<file path="config.mk">
export PLATFORM = sky130hd
export DESIGN_NAME = core_mdu
export DESIGN_NICKNAME = d
export VERILOG_FILES = /design/src/rtl/core_mdu.sv
export SDC_FILE = /design/constraint.sdc
export NUM_CORES = 1
export LEC_CHECK = 0
export BUFFER_PORTS_ARGS = -buffer_cell sky130_fd_sc_hd__buf_2
export CORE_UTILIZATION = 68
export DETAILED_ROUTE_END_ITERATION = 6
export GPL_TIMING_DRIVEN = 0
export HOLD_SLACK_MARGIN = 0.1
export PLACE_DENSITY = 0.89
export SLEW_MARGIN = 15
export SYNTH_ARGS = -nofsm -noshare
export SYNTH_HDL_FRONTEND = slang
export SYNTH_SLANG_ARGS = --single-unit
</file>
<file path="constraint.sdc">
create_clock -name clk -period 18 [get_ports clk]
set_input_delay 4.5 -clock clk [delete_from_list [all_inputs] [get_ports clk]]
set_output_delay 4.5 -clock clk [all_outputs]
set_load 0.01 [all_outputs]
</file>
<file path="src/rtl/core_mdu.sv">
// Iterative RISC-V M-extension unit: radix-2 shift-add multiply and restoring divide.
// One operation in flight; the caller holds off until the single-cycle done pulse.
module core_mdu #(
  parameter int unsigned XLEN = 32
) (
  input  logic            clk,
  input  logic            reset,
  input  logic            i_start,
  input  logic [2:0]      i_op,
  input  logic [XLEN-1:0] i_a,
  input  logic [XLEN-1:0] i_b,
  output logic            o_busy,
  output logic            o_done,
  output logic [XLEN-1:0] o_result
);

  localparam int unsigned    CntW    = $clog2(XLEN) + 1;
  localparam logic [CntW-1:0] CntLast = CntW'(XLEN);
  localparam logic [XLEN-1:0] MinNeg  = {1'b1, {(XLEN-1){1'b0}}};

  typedef enum logic [1:0] {StIdle, StSpecial, StRun, StDone} state_e;

  state_e            r_state;
  logic [2:0]        r_op;
  logic [XLEN-1:0]   r_a;
  logic [XLEN-1:0]   r_mag_a;
  logic [XLEN-1:0]   r_mag_b;
  logic              r_sa;
  logic              r_sb;
  logic              r_div0;
  logic [CntW-1:0]   r_cnt;
  logic [2*XLEN-1:0] r_acc;
  logic [XLEN-1:0]   r_rem;
  logic [XLEN-1:0]   r_quo;
  logic              r_busy;
  logic              r_done;
  logic [XLEN-1:0]   r_result;

  logic              w_in_sa;
  logic              w_in_sb;
  logic [XLEN-1:0]   w_in_mag_a;
  logic [XLEN-1:0]   w_in_mag_b;
  logic              w_in_div0;
  logic              w_in_ovf;
  logic [XLEN:0]     w_mul_sum;
  logic [2*XLEN-1:0] w_acc_next;
  logic [XLEN:0]     w_div_shift;
  logic [XLEN:0]     w_div_diff;
  logic              w_div_ge;
  logic              w_neg;
  logic [2*XLEN-1:0] w_prod;
  logic [XLEN-1:0]   w_quo;
  logic [XLEN-1:0]   w_rem;
  logic [XLEN-1:0]   w_final;
  logic [XLEN-1:0]   w_special;

  // Operand signedness: MULH/DIV/REM sign both, MULHSU signs only rs1.
  always_comb begin
    w_in_sa = 1'b0;
    w_in_sb = 1'b0;
    case (i_op)
      3'b001, 3'b100, 3'b110: begin
        w_in_sa = i_a[XLEN-1];
        w_in_sb = i_b[XLEN-1];
      end
      3'b010:  w_in_sa = i_a[XLEN-1];
      default: ;
    endcase
  end

  assign w_in_mag_a = w_in_sa ? -i_a : i_a;
  assign w_in_mag_b = w_in_sb ? -i_b : i_b;
  assign w_in_div0  = i_op[2] & (i_b == '0);
  assign w_in_ovf   = i_op[2] & ~i_op[0] & (i_a == MinNeg) & (i_b == '1);

  // Multiply step: add multiplicand into the high half if the current
  // multiplier bit is set, then shift the whole accumulator right.
  assign w_mul_sum  = {1'b0, r_acc[2*XLEN-1:XLEN]} + (r_acc[0] ? {1'b0, r_mag_a} : '0);
  assign w_acc_next = {w_mul_sum, r_acc[XLEN-1:1]};

  // Divide step: the dividend shifts out of r_quo MSB first while quotient
  // bits shift in at the bottom. The sign of the trial difference decides.
  assign w_div_shift = {r_rem, r_quo[XLEN-1]};
  assign w_div_diff  = w_div_shift - {1'b0, r_mag_b};
  assign w_div_ge    = ~w_div_diff[XLEN];

  assign w_neg  = r_sa ^ r_sb;
  assign w_prod = w_neg ? -r_acc : r_acc;
  assign w_quo  = w_neg ? -r_quo : r_quo;
  assign w_rem  = r_sa ? -r_rem : r_rem;

  always_comb begin
    w_final = '0;
    case (r_op)
      3'b000:                 w_final = w_prod[XLEN-1:0];
      3'b001, 3'b010, 3'b011: w_final = w_prod[2*XLEN-1:XLEN];
      3'b100, 3'b101:         w_final = w_quo;
      default:                w_final = w_rem;
    endcase
  end

  // op[1] separates REM/REMU from DIV/DIVU among the divide ops.
  assign w_special = r_div0 ? (r_op[1] ? r_a : '1) : (r_op[1] ? '0 : r_a);

  always_ff @(posedge clk or posedge reset) begin
    if (reset) begin
      r_state  <= StIdle;
      r_op     <= '0;
      r_a      <= '0;
      r_mag_a  <= '0;
      r_mag_b  <= '0;
      r_sa     <= 1'b0;
      r_sb     <= 1'b0;
      r_div0   <= 1'b0;
      r_cnt    <= '0;
      r_acc    <= '0;
      r_rem    <= '0;
      r_quo    <= '0;
      r_busy   <= 1'b0;
      r_done   <= 1'b0;
      r_result <= '0;
    end else begin
      r_done <= 1'b0;
      case (r_state)
        StIdle: begin
          if (i_start) begin
            r_op    <= i_op;
            r_a     <= i_a;
            r_mag_a <= w_in_mag_a;
            r_mag_b <= w_in_mag_b;
            r_sa    <= w_in_sa;
            r_sb    <= w_in_sb;
            r_div0  <= w_in_div0;
            r_cnt   <= '0;
            r_acc   <= {{XLEN{1'b0}}, w_in_mag_b};
            r_rem   <= '0;
            r_quo   <= w_in_mag_a;
            r_busy  <= 1'b1;
            r_state <= (w_in_div0 || w_in_ovf) ? StSpecial : StRun;
          end
        end
        StSpecial: begin
          r_result <= w_special;
          r_done   <= 1'b1;
          r_state  <= StDone;
        end
        StRun: begin
          // XLEN iterating edges, then one edge applying the sign fix.
          if (r_cnt == CntLast) begin
            r_result <= w_final;
            r_done   <= 1'b1;
            r_state  <= StDone;
          end else begin
            r_cnt <= r_cnt + CntW'(1);
            if (r_op[2]) begin
              r_rem <= w_div_ge ? w_div_diff[XLEN-1:0] : w_div_shift[XLEN-1:0];
              r_quo <= {r_quo[XLEN-2:0], w_div_ge};
            end else begin
              r_acc <= w_acc_next;
            end
          end
        end
        StDone: begin
          r_busy  <= 1'b0;
          r_state <= StIdle;
        end
        default: r_state <= StIdle;
      endcase
    end
  end

  assign o_busy   = r_busy;
  assign o_done   = r_done;
  assign o_result = r_result;

endmodule

</file>
==> Word level (Yosys, flattened, before mapping) <==
Cells that the tools add are included.
{ "word_totals": {"ramBits": 0, "n_memories": 0, "word_cells": 106, "rom_bits": 0, "output_inout_bits": 34, "regBits": 272, "latchBits": 0, "inputBits": 70} }
{ "classes": {"eq_ne": 20, "muxes": 38, "add_sub_neg": 8, "magnitude_cmp": 0, "div_mod_pow": 0, "bitwise_logic": 7, "shift": 0, "mul": 0, "reduce_logical": 18} }
{ "ops": {"columns": ["cell", "n"], "rows": [
  ["2-to-1 mux 32 bit", 16],
  ["2-to-1 mux 64 bit", 4],
  ["case mux 32 bit (2 select lines)", 3],
  ["negator 32 bit", 4],
  ["case mux 64 bit (2 select lines)", 1],
  ["case mux 32 bit (3 select lines)", 1],
  ["== test 32 bit (second input constant)", 2],
  ["negator 64 bit", 1],
  ["adder 32 x 32 -> 33 bit", 1],
  ["subtractor 33 x 32 -> 33 bit", 1],
  ["zero test 32 bit", 1],
  ["== test 3 bit (second input constant)", 4],
  ["2-to-1 mux 6 bit", 2],
  ["case mux 6 bit (2 select lines)", 1],
  ["inequality test 2 bit (second input constant)", 5],
  ["== test 3 x 2 -> 1 bit (second input constant)", 3],
  ["case mux 2 bit (4 select lines)", 1],
  ["AND reduction 2 bit", 4],
  ["AND reduction 4 bit", 2],
  ["adder 6 x 1 -> 6 bit (second input constant)", 1],
  ["== test 3 x 1 -> 1 bit (second input constant)", 2],
  ["== test 6 bit (second input constant)", 1],
  ["2-to-1 mux 2 bit", 3],
  ["nonzero test 2 bit", 3],
  ["other kinds (14)", 24]
]} }

==> Depth between registers and ports, before layout <==
{ "depth": {"word_depth": 8, "mapped_depth": 15, "ltp_nobuf": 14} }

==> Least setup slack after synthesis <==
No wires, ideal clock.
{ "synth_timing": {"kind": "input-to-reg", "startpoint": "input i_b[9]", "endpoint": "register r_mag_b[29]", "setup_ps": 135, "arrival_time_ps": 6596, "path_stages": 9, "n_path_buf": 0, "required_ps": 17865, "slack_ps": 11269, "cell_sequence": "or4_1 -> nor4_1 -> nand3_1 -> or2_2 -> nand2b_1 -> nor3_1 -> a21oi_1 -> xnor2_1 -> o21ai_0"} }
{ "synth_via": {"elab_chain_len": 2} }
{ "synth_rtl": {"columns": ["element", "line", "rtl"], "rows": [
  ["start: declaration", "11", "input logic [XLEN-1:0] i_b,"],
  ["negator 32 bit", "72", "assign w_in_mag_b = w_in_sb ? -i_b : i_b;"],
  ["2-to-1 mux 32 bit", "72", null],
  ["end signal: assignment", "130", "r_mag_b <= w_in_mag_b;"],
  ["end: declaration", "27", "logic [XLEN-1:0] r_mag_b;"]
]} }
No other way between the ends.
A chain may end at the register's enable or synchronous reset.

==> Final worst setup path <==
{ "layout_timing": {"startpoint": "input i_start", "endpoint": "register r_acc[61]"} }
{ "layout_via": {"elab_chain_len": 2} }
{ "layout_rtl": {"columns": ["element", "line", "rtl"], "rows": [
  ["start: declaration", "8", "input logic i_start,"],
  ["inequality test 2 bit (no source line)", null, null],
  ["AND reduction 4 bit (no source line)", null, null],
  ["end signal: assignment", "135", "r_acc <= {{XLEN{1'b0}}, w_in_mag_b};"],
  ["end signal: assignment", "159", "r_acc <= w_acc_next;"],
  ["end: declaration", "32", "logic [2*XLEN-1:0] r_acc;"]
]} }
No other way between the ends.

==> qor.csv <==
metric,value,unit
initial core utilization,69.00,%
DIE AREA,0.02879,mm^2
first-pass GRT wire length,106200,um
Critical Path Fanout Max,10,
Routed WL per cell,25.74,um
pwr dens,192.2,mW/mm^2
Max IR drop VDD,0.1387,mV
CTS Buf Count,31,
H-Tree Depth,1,
GR Util All Layers,49.22,%
Synth Area per Inst,8.534,um^2
Die Wd,169.7,um
Final GP Congestion,1.025,
layout cell share with drive strength beyond 1,10.07,%
non-filler instance count after layout,2775,
WP data arrival,8.13,ns
postcts setup bufs,0,
final period utilization,42.99,%
largest family of logic cells by synthesized area,compound AO/OA/AOI/OAI gates,
I/O Pins,104,
DR iter-0 viols,2900,
fill cell count,1990,
sequential share of the synthesized area,35.47,%
Initial DRT Pass Iterations,6,
row count,61,
Clock Power Share,15.0,%
switching part of the total power,50.63,%
initial antenna violation count,0,
Routed Wire Length,71420,um
Synth Net Count,2388,
number of global-route vias before repair,18230,
Synth Area in Compound Gates,21.70,%
final max-slew violation count,0,
Ys Warns,0,
area grow syn2layout,10.51,%
Max Freq,129.2,MHz
GR Overflow Total,0,
Post-DP HPWL,53390,um
Period minus WS final,7.738,ns
Synth top area share,35.47,%
Psw,2056,uW
largest net degree at the start of global routing,115,
share of power burned in registers,26.5,%
post-synthesis adder-cell area fraction,5.184,%
Final ANT Viol Nets,0,
Logic pwr share,58.5,%
Root Driver,clkbuf_16,
register bit total from synthesis,271,
synth top area cells,"dfrtp_1 (35%), o21ai_0 (7.3%), xnor2_1 (5.9%)",
Reg area,0.006782,mm^2
Worst slew margin,16.24,%
CP Capture Type,flop,
status,completed,
Leakage,0.009235,uW
DP Cell Count,2723,
buffer depth of the longest clock path,3,
Clock Pin Slew Worst Setup and Hold Paths,0.06,ns
Clock Skews,0.01558,ns
total number of vias,19600,
Most used DFF post-synth,dfrtp_1,
post-synthesis xor/xnor area fraction,10.63,%
Post-synth EDFFs,0,
post-synth top area cell,dfrtp_1,
worst-margin pin slew,1.247,ns
nets,2526,
synthesized area,0.01912,mm^2
core area,0.02771,mm^2
Unique masters post-synth,78,
CP Class,primary input to flop,
HP Class,flop to flop,
ys async rst share,100.0,%
Synth Area in Simple Gates,17.47,%
CP Launch Type,primary input,
minimum hold slack,0.4835,ns
cts hold-fix bufs,0,
final setup fails,0,
Final Util,76.25,%
Final Hold Viols,0,
Total Power,4061,uW
CTS tree,done,
RSZ-0062 raised after global routing,false,
buffers added on ports,103,
TNS Setup,0,ns
via/cell ratio,7.063,
WP data required,18.39,ns
internal power,2005,uW
Sink Count,271,
Die Y,169.7,um
Clock Latency Late Sink,0.58,ns
multi-input logic area,0.01162,mm^2
drc violations,0,
Max Cap Viol,0,
multiplexer share of the synthesized area,5.760,%
post-CTS sizing,0,
Syn Inst Count,2240,
## flip-flops by register name (all words and copies together), names as in the netlist, 3 cells and up
register and count:
o_result 32, r_a 32, r_acc 64, r_cnt 6, r_mag_a 31, r_mag_b 32, r_op 3, r_quo 32
r_rem 32
## synth_stat cells (9+ instances only)
| master | instances |
|---|---|
| xnor2_1 | 129 |
| nor2b_1 | 12 |
| nand2b_1 | 29 |
| xor2_1 | 103 |
| o31ai_1 | 34 |
| or3_1 | 13 |
| nand3_1 | 68 |
| clkbuf_1 | 110 |
| o21ai_0 | 280 |
| a21o_1 | 23 |
| or4_1 | 18 |
| nand2_1 | 240 |
| mux2_2 | 64 |
| mux2i_1 | 38 |
| o211ai_1 | 11 |
| o22ai_1 | 10 |
| and2_1 | 40 |
| a211oi_1 | 18 |
| ha_1 | 76 |
| a221oi_1 | 13 |
| o41ai_1 | 18 |
| nor4_1 | 21 |
| a21oi_1 | 125 |
| nor2_1 | 149 |
| nor3_1 | 51 |
| dfrtp_1 | 271 |
| nand4_1 | 17 |
| buf_1 | 10 |
| a31oi_1 | 16 |
| a221o_1 | 9 |
| a22oi_1 | 35 |
| o221ai_1 | 13 |
| inv_1 | 70 |
## cell usage in the layout (no fill, tap or decap), drive strengths merged, types with 40 or more instances in the layout
cell type	synthesis	layout
and2	40	40
mux2	64	64
inv	70	70
nor3	52	52
nand2	240	240
ha	76	76
xor2	103	103
a21oi	125	125
buf	12	117
o21ai	284	284
dfrtp	271	271
clkbuf	110	153
nand3	68	68
nor2	149	149
xnor2	129	129
## cells by family (layout without fill, tap and decap cells)
group,after synthesis,after routing
AO/OA/AOI/OAI,668,668
XOR/XNOR,232,232
adder cells (fa/ha/maj),78,78
buffers and inverters,192,345
flip-flops,271,271
multiplexers,102,102
other,0,4
AND/OR/NAND/NOR,697,697
## final timing paths
path                                          endpoint                 start  slack, ns  depth (start not counted)
max in group asynchronous       r_mag_b[1]$_DFFE_PP0P_                 reset      13.06                          3
worst min register to register     r_a[16]$_DFFE_PP0P_   r_a[16]$_DFFE_PP0P_       0.48                          2
min in group asynchronous        r_acc[57]$_DFFE_PP0P_                 reset       3.94                          2
worst min-delay path               r_a[16]$_DFFE_PP0P_   r_a[16]$_DFFE_PP0P_       0.48                          2
worst max register to register   r_acc[61]$_DFFE_PP0P_  r_acc[0]$_DFFE_PP0P_      12.41                         14
worst max-delay path             r_acc[61]$_DFFE_PP0P_               i_start      10.26                          7
## metrics by stage
step                cell area (um^2)  setup WS (ns)
finish                         21130          10.26
floorplan                      19120          6.033
global placement               20110          3.375
detailed placement             20170          10.11
global route                   21120          10.16
CTS                            21120          10.67
## power groups by stage
stage               registers, uW  logic (uW)  clock network (uW)
detailed placement           1070        2240                   0
floorplan                    1000        1530                   0
global placement             1050        2160                   0
CTS                          1060        2270                 605
finish                       1080        2370                 611
global route                 1090        2520                 630
## worst max-delay path, cell delays in order
cell	delay, ns
buf_2	0.12
nand2b_1	0.19
o21ai_0	0.38
a21oi_1	0.76
nand2_1	0.78
a222oi_1	1.14
o21ai_0	0.24
## cell type report
cell class | instances | share of cell area, %
inverter | 70 | 1.279
buffer | 122 | 2.179
multi-input combinational | 1777 | 54.99
timing repair buffer | 105 | 2.701
clock inverter | 5 | 0.2487
antenna | 4 | 0.04738
clock buffer | 43 | 4.217
tap | 378 | 2.239
sequential | 271 | 32.10
## metal layers
layer | vias up | track usage [%] | share of wire, % | routed length (um)
li1 | 8345 | - | - | -
met1 | 9445 | 65.47 | 37 | 26760
met2 | 1502 | 73.36 | 43 | 30750
met3 | 307 | 12.29 | 13 | 9366
met4 | 0 | 27.50 | 6.4 | 4536
met5 | - | 0 | 0 | 0
Power figures use the tool's default switching activity.
